File: config.mk
export PLATFORM = sky130hd
export DESIGN_NAME = lookupmac_req
export DESIGN_NICKNAME = d
export VERILOG_FILES = /design/src/rtl/lookupmac_pkg.sv /design/src/rtl/lookupmac_hdr_fifo.sv /design/src/rtl/lookupmac_req.sv
export SDC_FILE = /design/constraint.sdc
export NUM_CORES = 1
export LEC_CHECK = 0
export CAP_MARGIN = 20
export CORE_MARGIN = 3
export CORE_UTILIZATION = 45
export CTS_BUF_LIST = sky130_fd_sc_hd__clkbuf_8
export CTS_CLUSTER_DIAMETER = 60
export DETAILED_ROUTE_END_ITERATION = 7
export PLACE_DENSITY = 0.63
export SLEW_MARGIN = 5
export SYNTH_ARGS = -nofsm -noshare
export SYNTH_HDL_FRONTEND = slang
export SYNTH_HIERARCHICAL = 1
export SYNTH_SLANG_ARGS = --single-unit
File: constraint.sdc
create_clock -name sys_clk -period 6.2 [get_ports sys_clk]
set_clock_uncertainty 0.05 [all_clocks]
set_input_delay 1.24 -clock sys_clk [delete_from_list [all_inputs] [get_ports sys_clk]]
set_output_delay 1.24 -clock sys_clk [all_outputs]
set_load 0.01 [all_outputs]
File: src/rtl/lookupmac_pkg.sv
// Shared types and constants for the per-port MAC lookup initiator.
package lookupmac_pkg;

  localparam int MacW  = 48;
  localparam int PortW = 5;
  localparam int HdrW  = 2 * MacW;

  // Port mask meaning "send to every port".
  localparam logic [PortW-1:0] FLOOD = 5'b11111;

  // Receive-stream header parser states.
  typedef enum logic [1:0] {
    P_IDLE = 2'd0,
    P_HDR2 = 2'd1,
    P_BODY = 2'd2
  } parse_state_e;

  // Lookup request states.
  typedef enum logic {
    L_IDLE = 1'b0,
    L_WAIT = 1'b1
  } lookup_state_e;

  // One queued header: source MAC in the upper half, destination in the lower.
  typedef struct packed {
    logic [MacW-1:0] src;
    logic [MacW-1:0] dest;
  } mac_pair_t;

endpackage

File: src/rtl/lookupmac_hdr_fifo.sv
// Small synchronous FIFO with full/empty flags. A push is accepted while full
// as long as a pop happens in the same cycle.
module lookupmac_hdr_fifo #(
  parameter int Width     = 96,
  parameter int DepthLog2 = 2
) (
  input  logic             clk_i,
  input  logic             rst_ni,
  input  logic             push_i,
  input  logic [Width-1:0] wdata_i,
  input  logic             pop_i,
  output logic [Width-1:0] rdata_o,
  output logic             full_o,
  output logic             empty_o
);

  localparam int Depth = 1 << DepthLog2;

  logic [Width-1:0]     mem_q [Depth];
  logic [DepthLog2-1:0] wr_ptr_q;
  logic [DepthLog2-1:0] rd_ptr_q;
  logic [DepthLog2:0]   count_q;
  logic                 do_push;
  logic                 do_pop;

  assign full_o  = (count_q == (DepthLog2 + 1)'(Depth));
  assign empty_o = (count_q == '0);
  assign do_pop  = pop_i & ~empty_o;
  assign do_push = push_i & (~full_o | do_pop);
  assign rdata_o = mem_q[rd_ptr_q];

  // Storage array; contents are meaningless until written, so no reset.
  always_ff @(posedge clk_i) begin
    if (do_push) mem_q[wr_ptr_q] <= wdata_i;
  end

  // Pointers and occupancy.
  always_ff @(posedge clk_i) begin
    if (!rst_ni) begin
      wr_ptr_q <= '0;
      rd_ptr_q <= '0;
      count_q  <= '0;
    end else begin
      if (do_push) wr_ptr_q <= wr_ptr_q + DepthLog2'(1);
      if (do_pop)  rd_ptr_q <= rd_ptr_q + DepthLog2'(1);
      if (do_push && !do_pop)      count_q <= count_q + (DepthLog2 + 1)'(1);
      else if (do_pop && !do_push) count_q <= count_q - (DepthLog2 + 1)'(1);
    end
  end

endmodule

File: src/rtl/lookupmac_req.sv
// MAC lookup initiator for one switch port: pulls dest/src MAC out of each
// received frame, queues them, runs one lookup at a time against the
// responder and hands the port mask to the scheduler.
module lookupmac_req
  import lookupmac_pkg::*;
#(
  parameter int          QDepthLog2    = 2,
  parameter logic [15:0] LookupTimeout = 16'd1023
) (
  input  logic              sys_clk,
  input  logic              sys_rst,
  input  logic [63:0]       rx_data,
  input  logic              rx_valid,
  input  logic              rx_sof,
  input  logic              rx_eof,
  output logic              req,
  output logic [MacW-1:0]   src_mac,
  output logic [MacW-1:0]   dest_mac,
  input  logic              ack,
  input  logic [PortW-1:0]  forward_port,
  output logic              res_valid,
  output logic [PortW-1:0]  res_port,
  output logic              res_timeout,
  input  logic              res_ready,
  output logic [15:0]       drop_cnt
);

  function automatic logic [15:0] sat_add(input logic [15:0] a, input logic [1:0] inc);
    logic [16:0] s;
    s = {1'b0, a} + {15'd0, inc};
    return s[16] ? 16'hFFFF : s[15:0];
  endfunction

  parse_state_e  pstate_q;
  lookup_state_e lstate_q;
  logic [MacW-1:0]  hdr_dest_q;
  logic [15:0]      src_hi_q;
  logic [15:0]      drop_cnt_q, drop_cnt_d;
  logic [1:0]       drop_inc;
  logic             push, pop;
  logic             fifo_full, fifo_empty;
  mac_pair_t        push_pair, head;
  logic             req_q, res_valid_q, res_timeout_q;
  logic [MacW-1:0]  src_q, dest_q;
  logic [PortW-1:0] res_port_q;
  logic [15:0]      timer_q;
  logic             rx_tail_unused;

  // Only the first 12 header bytes matter; the rest of beat 1 is payload.
  assign rx_tail_unused = ^rx_data[31:0];

  assign push_pair.src  = {src_hi_q, rx_data[63:32]};
  assign push_pair.dest = hdr_dest_q;

  // A new lookup starts only when nothing is in flight and no result is held.
  assign pop = (lstate_q == L_IDLE) && !fifo_empty && !res_valid_q;

  // Decide this beat's push and how many headers are lost (runt and/or truncated).
  always_comb begin
    push     = 1'b0;
    drop_inc = 2'd0;
    if (rx_valid) begin
      if (rx_sof) begin
        drop_inc = {1'b0, pstate_q == P_HDR2} + {1'b0, rx_eof};
      end else if (pstate_q == P_HDR2) begin
        if (fifo_full && !pop) drop_inc = 2'd1;
        else                   push     = 1'b1;
      end
    end
    drop_cnt_d = sat_add(drop_cnt_q, drop_inc);
  end

  lookupmac_hdr_fifo #(
    .Width     (HdrW),
    .DepthLog2 (QDepthLog2)
  ) u_hdr_fifo (
    .clk_i   (sys_clk),
    .rst_ni  (sys_rst),
    .push_i  (push),
    .wdata_i (push_pair),
    .pop_i   (pop),
    .rdata_o (head),
    .full_o  (fifo_full),
    .empty_o (fifo_empty)
  );

  // Capture dest MAC and the top of src MAC from every start-of-frame beat.
  always_ff @(posedge sys_clk) begin
    if (rx_valid && rx_sof) begin
      hdr_dest_q <= rx_data[63:16];
      src_hi_q   <= rx_data[15:0];
    end
  end

  // Parser FSM and drop counter; a new sof always restarts header capture.
  always_ff @(posedge sys_clk) begin
    if (!sys_rst) begin
      pstate_q   <= P_IDLE;
      drop_cnt_q <= '0;
    end else begin
      drop_cnt_q <= drop_cnt_d;
      if (rx_valid) begin
        if (rx_sof) begin
          pstate_q <= rx_eof ? P_IDLE : P_HDR2;
        end else begin
          case (pstate_q)
            P_HDR2:  pstate_q <= rx_eof ? P_IDLE : P_BODY;
            P_BODY:  if (rx_eof) pstate_q <= P_IDLE;
            default: ;
          endcase
        end
      end
    end
  end

  // Lookup FSM with registered request and result outputs.
  always_ff @(posedge sys_clk) begin
    if (!sys_rst) begin
      lstate_q      <= L_IDLE;
      req_q         <= 1'b0;
      src_q         <= '0;
      dest_q        <= '0;
      timer_q       <= '0;
      res_valid_q   <= 1'b0;
      res_port_q    <= '0;
      res_timeout_q <= 1'b0;
    end else begin
      if (res_valid_q && res_ready) res_valid_q <= 1'b0;
      if (lstate_q == L_IDLE) begin
        if (pop) begin
          src_q    <= head.src;
          dest_q   <= head.dest;
          req_q    <= 1'b1;
          timer_q  <= '0;
          lstate_q <= L_WAIT;
        end
      end else begin
        if (ack) begin
          req_q         <= 1'b0;
          res_port_q    <= forward_port;
          res_timeout_q <= 1'b0;
          res_valid_q   <= 1'b1;
          lstate_q      <= L_IDLE;
        end else if (timer_q == LookupTimeout - 16'd1) begin
          req_q         <= 1'b0;
          res_port_q    <= FLOOD;
          res_timeout_q <= 1'b1;
          res_valid_q   <= 1'b1;
          lstate_q      <= L_IDLE;
        end else begin
          timer_q <= timer_q + 16'd1;
        end
      end
    end
  end

  assign req         = req_q;
  assign src_mac     = src_q;
  assign dest_mac    = dest_q;
  assign res_valid   = res_valid_q;
  assign res_port    = res_port_q;
  assign res_timeout = res_timeout_q;
  assign drop_cnt    = drop_cnt_q;

endmodule

==> results.cfg <==
[global_routing]
first_global_vias = 12315
antenna_found_initial = 3
grt_max_degree = 97
grt_pass1_wl_mm = 69.7
grt.overflow.total = 0
track_usage_pct = 17.9

[sta]
final_max_slew_viol_count = 0
rsz0062_at_grt = no
worst_pin_slew_ns = 1.05
finalSetupViolCount = 0
finalCriticalPeriod_ns = 4.00
finalHoldViolCount = 0
slew_headroom_pct = 29.9
period_share_pct = 64.5
clock.fmax_mhz = 250
setup-tns-final_ns = 0
timing.hold.ws_ns = 0.402

[worst_setup_path]
path_delay_family = simple AND/OR/NAND/NOR gates
worst_path_max_delay_cell = nor4_1
r2r_slack_ns = 2.27
path_class = in -> reg
end_kind = flop
required_ns = 6.73
crit_buf_inv = 1
slowest_delay_ns = 0.61
cp.arrival_ns = 4.53
cp-start-kind = input port
path_cells = clkdlybuf4s50_1, and2_4, nand2_1, fa_1, nand3b_1, nor4_1, nand2b_1, a31oi_1
critPathMaxFanout = 28

[routing]
viasPerCell = 5.37
drcViolationCount = 0
vias = 11929
drt_iter0_drc = 790
wl_mm = 44.8
drt_first_pass_iters = 5
ant_nets = 0
wl_per_cell_um = 20.2

[clocking]
insertion_delay_ns = 0.66
postCtsSetupRepairBufs = 0
cts_buffer_depth = 3
cts-resized-gates = 0
cts_inserted_buffers = 96
cts_root_buffer = clkbuf_8
h-tree-depth = 3
cts.hold.buffers_added = 0
clkTransAtPathRegs_ns = 0.05
clock_sinks = 596
cts_tree = built

[die]
start_util_pct = 46.1
row_count = 79
dieArea_um2 = 51000
die_h_um = 226
io_pins = 196
core_area_um2 = 47100
die_w_um = 226

[finish]
num_antenna_cells = 0
final_cells = 2222
nets = 1621
syn2layout_area_growth_pct = 20.3
fillCellCount = 3749
multi_input_area_um2 = 4950
layout_common_cells = edfxtp_1, nand2_1, clkdlybuf4s50_1
mostFrequentLayoutCell = edfxtp_1
drive_above_1_share_pct = 15.9
register_area_um2 = 16400

[synth]
synth_cells = 1292
synthFlopType = edfxtp_1
ys_ff_latch = 596
syn-cell-area_um2 = 21700
syn-num-nets = 1380
synth_edf_count = 448
syn_avg_cell_area_um2 = 16.8
yosysSeqAreaShare_pct = 75.5
yosys_warnings = 6
ys_types = 64
async_flop_share_pct = 0

[flow_run]
max_cap_violations = 0

[placed_design]
place_congestion = 0.826
hpwl_mm = 25.0
portBuffers = 195
placedCellCount = 2040

[min_path]
worst_hold_path_type = reg -> reg

[status]
status = finished clean

[pwr]
ir_worst_vdd_v = 0.000155
p_leak_nw = 8.32
p_per_area_nw_per_um2 = 299
==> layer usage <==
layer,routed length [µm],track usage (%),vias to the layer above,part of all wire [%]
met3,2630,3.87,67,5.9
li1,-,-,5464,-
met4,861,6.48,6,1.9
met5,47,0,-,0.10
met2,21300,28.2,318,47
met1,20000,24.7,6074,45
==> power breakdown <==
group | internal (mW) | switching [mW] | total [mW]
registers | 4.37 | 0.0531 | 4.42
clock network | 1.63 | 1.46 | 3.09
logic | 0.141 | 0.171 | 0.311
total | 6.14 | 1.69 | 7.83
==> worst min-delay path, cell delays in order, from the launching register on <==
cell,delay (ns)
dfxtp_1,0.30
nand2_1,0.05
a21oi_1,0.05
==> cell usage after synthesis, types with 4 or more instances <==
master / count / area, µm²
edfxtp_1: 448 / 13500
nand2_1: 216 / 811
dfxtp_1: 148 / 2960
a21oi_1: 115 / 576
mux4_2: 96 / 2160
clkbuf_1: 43 / 161
inv_1: 17 / 63.8
nand3_1: 15 / 75.1
buf_2: 12 / 60.1
and2_1: 11 / 68.8
nor2_1: 11 / 41.3
ha_1: 10 / 125
nand4_1: 9 / 56.3
nor3_1: 9 / 45.0
nor4_1: 9 / 56.3
o21ai_0: 9 / 45.0
xnor2_1: 7 / 61.3
buf_6: 6 / 67.6
or4_1: 6 / 45.0
nand2b_1: 5 / 31.3
nor2b_1: 5 / 31.3
o221a_2: 5 / 56.3
or3_1: 5 / 31.3
xor2_1: 5 / 43.8
a31oi_1: 4 / 25.0
and3_1: 4 / 25.0
buf_1: 4 / 15.0
==> sequential cells by signal, summed over array words and instances, names as in the netlist, named ones only <==
name                 count
timer_q                 16
pstate_q                 2
u_hdr_fifo/wr_ptr_q      2
req                      1
u_hdr_fifo/mem_q       384
dest_mac                48
hdr_dest_q              48
drop_cnt                16
res_valid                1
src_hi_q                16
res_port                 5
u_hdr_fifo/count_q       3
u_hdr_fifo/rd_ptr_q      2
lstate_q                 1
src_mac                 48
res_timeout              1
==> kinds of logic (layout without fill, tap and decap cells) <==
group                    Yosys count  count (layout)  share of synthesized area (%)
XOR/XNOR                          12              12                          0.484
AO/OA/AOI/OAI                    169             169                           4.66
multiplexers                     100             100                           10.1
flip-flops                       596             596                           75.5
AND/OR/NAND/NOR                  319             319                           6.62
buffers and inverters             84             407                           1.80
adder cells (fa/ha/maj)           12              12                          0.760
==> layout make-up <==
type | instances | share of cell area (%)
sequential | 596 | 62.8
multi-input combinational | 612 | 18.9
timing repair buffer | 209 | 8.14
clock buffer | 107 | 5.63
tap | 607 | 2.90
clock inverter | 73 | 1.31
inverter | 18 | 0.278
==> per-stage QoR <==
step / utilization [%] / power (mW) / cell area [µm²] / setup WS (ns)
finish: 55.5 / 7.83 / 26100 / 2.20
global route: 55.5 / 8.16 / 26100 / 1.81
CTS: 55.4 / 7.94 / 26100 / 2.21
detailed placement: 51.5 / 4.82 / 24300 / 1.54
global placement: 51.5 / 4.81 / 24300 / 1.64
floorplan: - / 4.62 / 21700 / 1.37
==> path summary, 6_finish.rpt <==
check              start           to  depth (start not counted)
max               rx_sof  drop_cnt[5]                          8
min          src_mac[45]  src_mac[45]                          2
max reg2reg     lstate_q  drop_cnt[5]                         10
min reg2reg  src_mac[45]  src_mac[45]                          2
(Power assumes the default switching activity.)
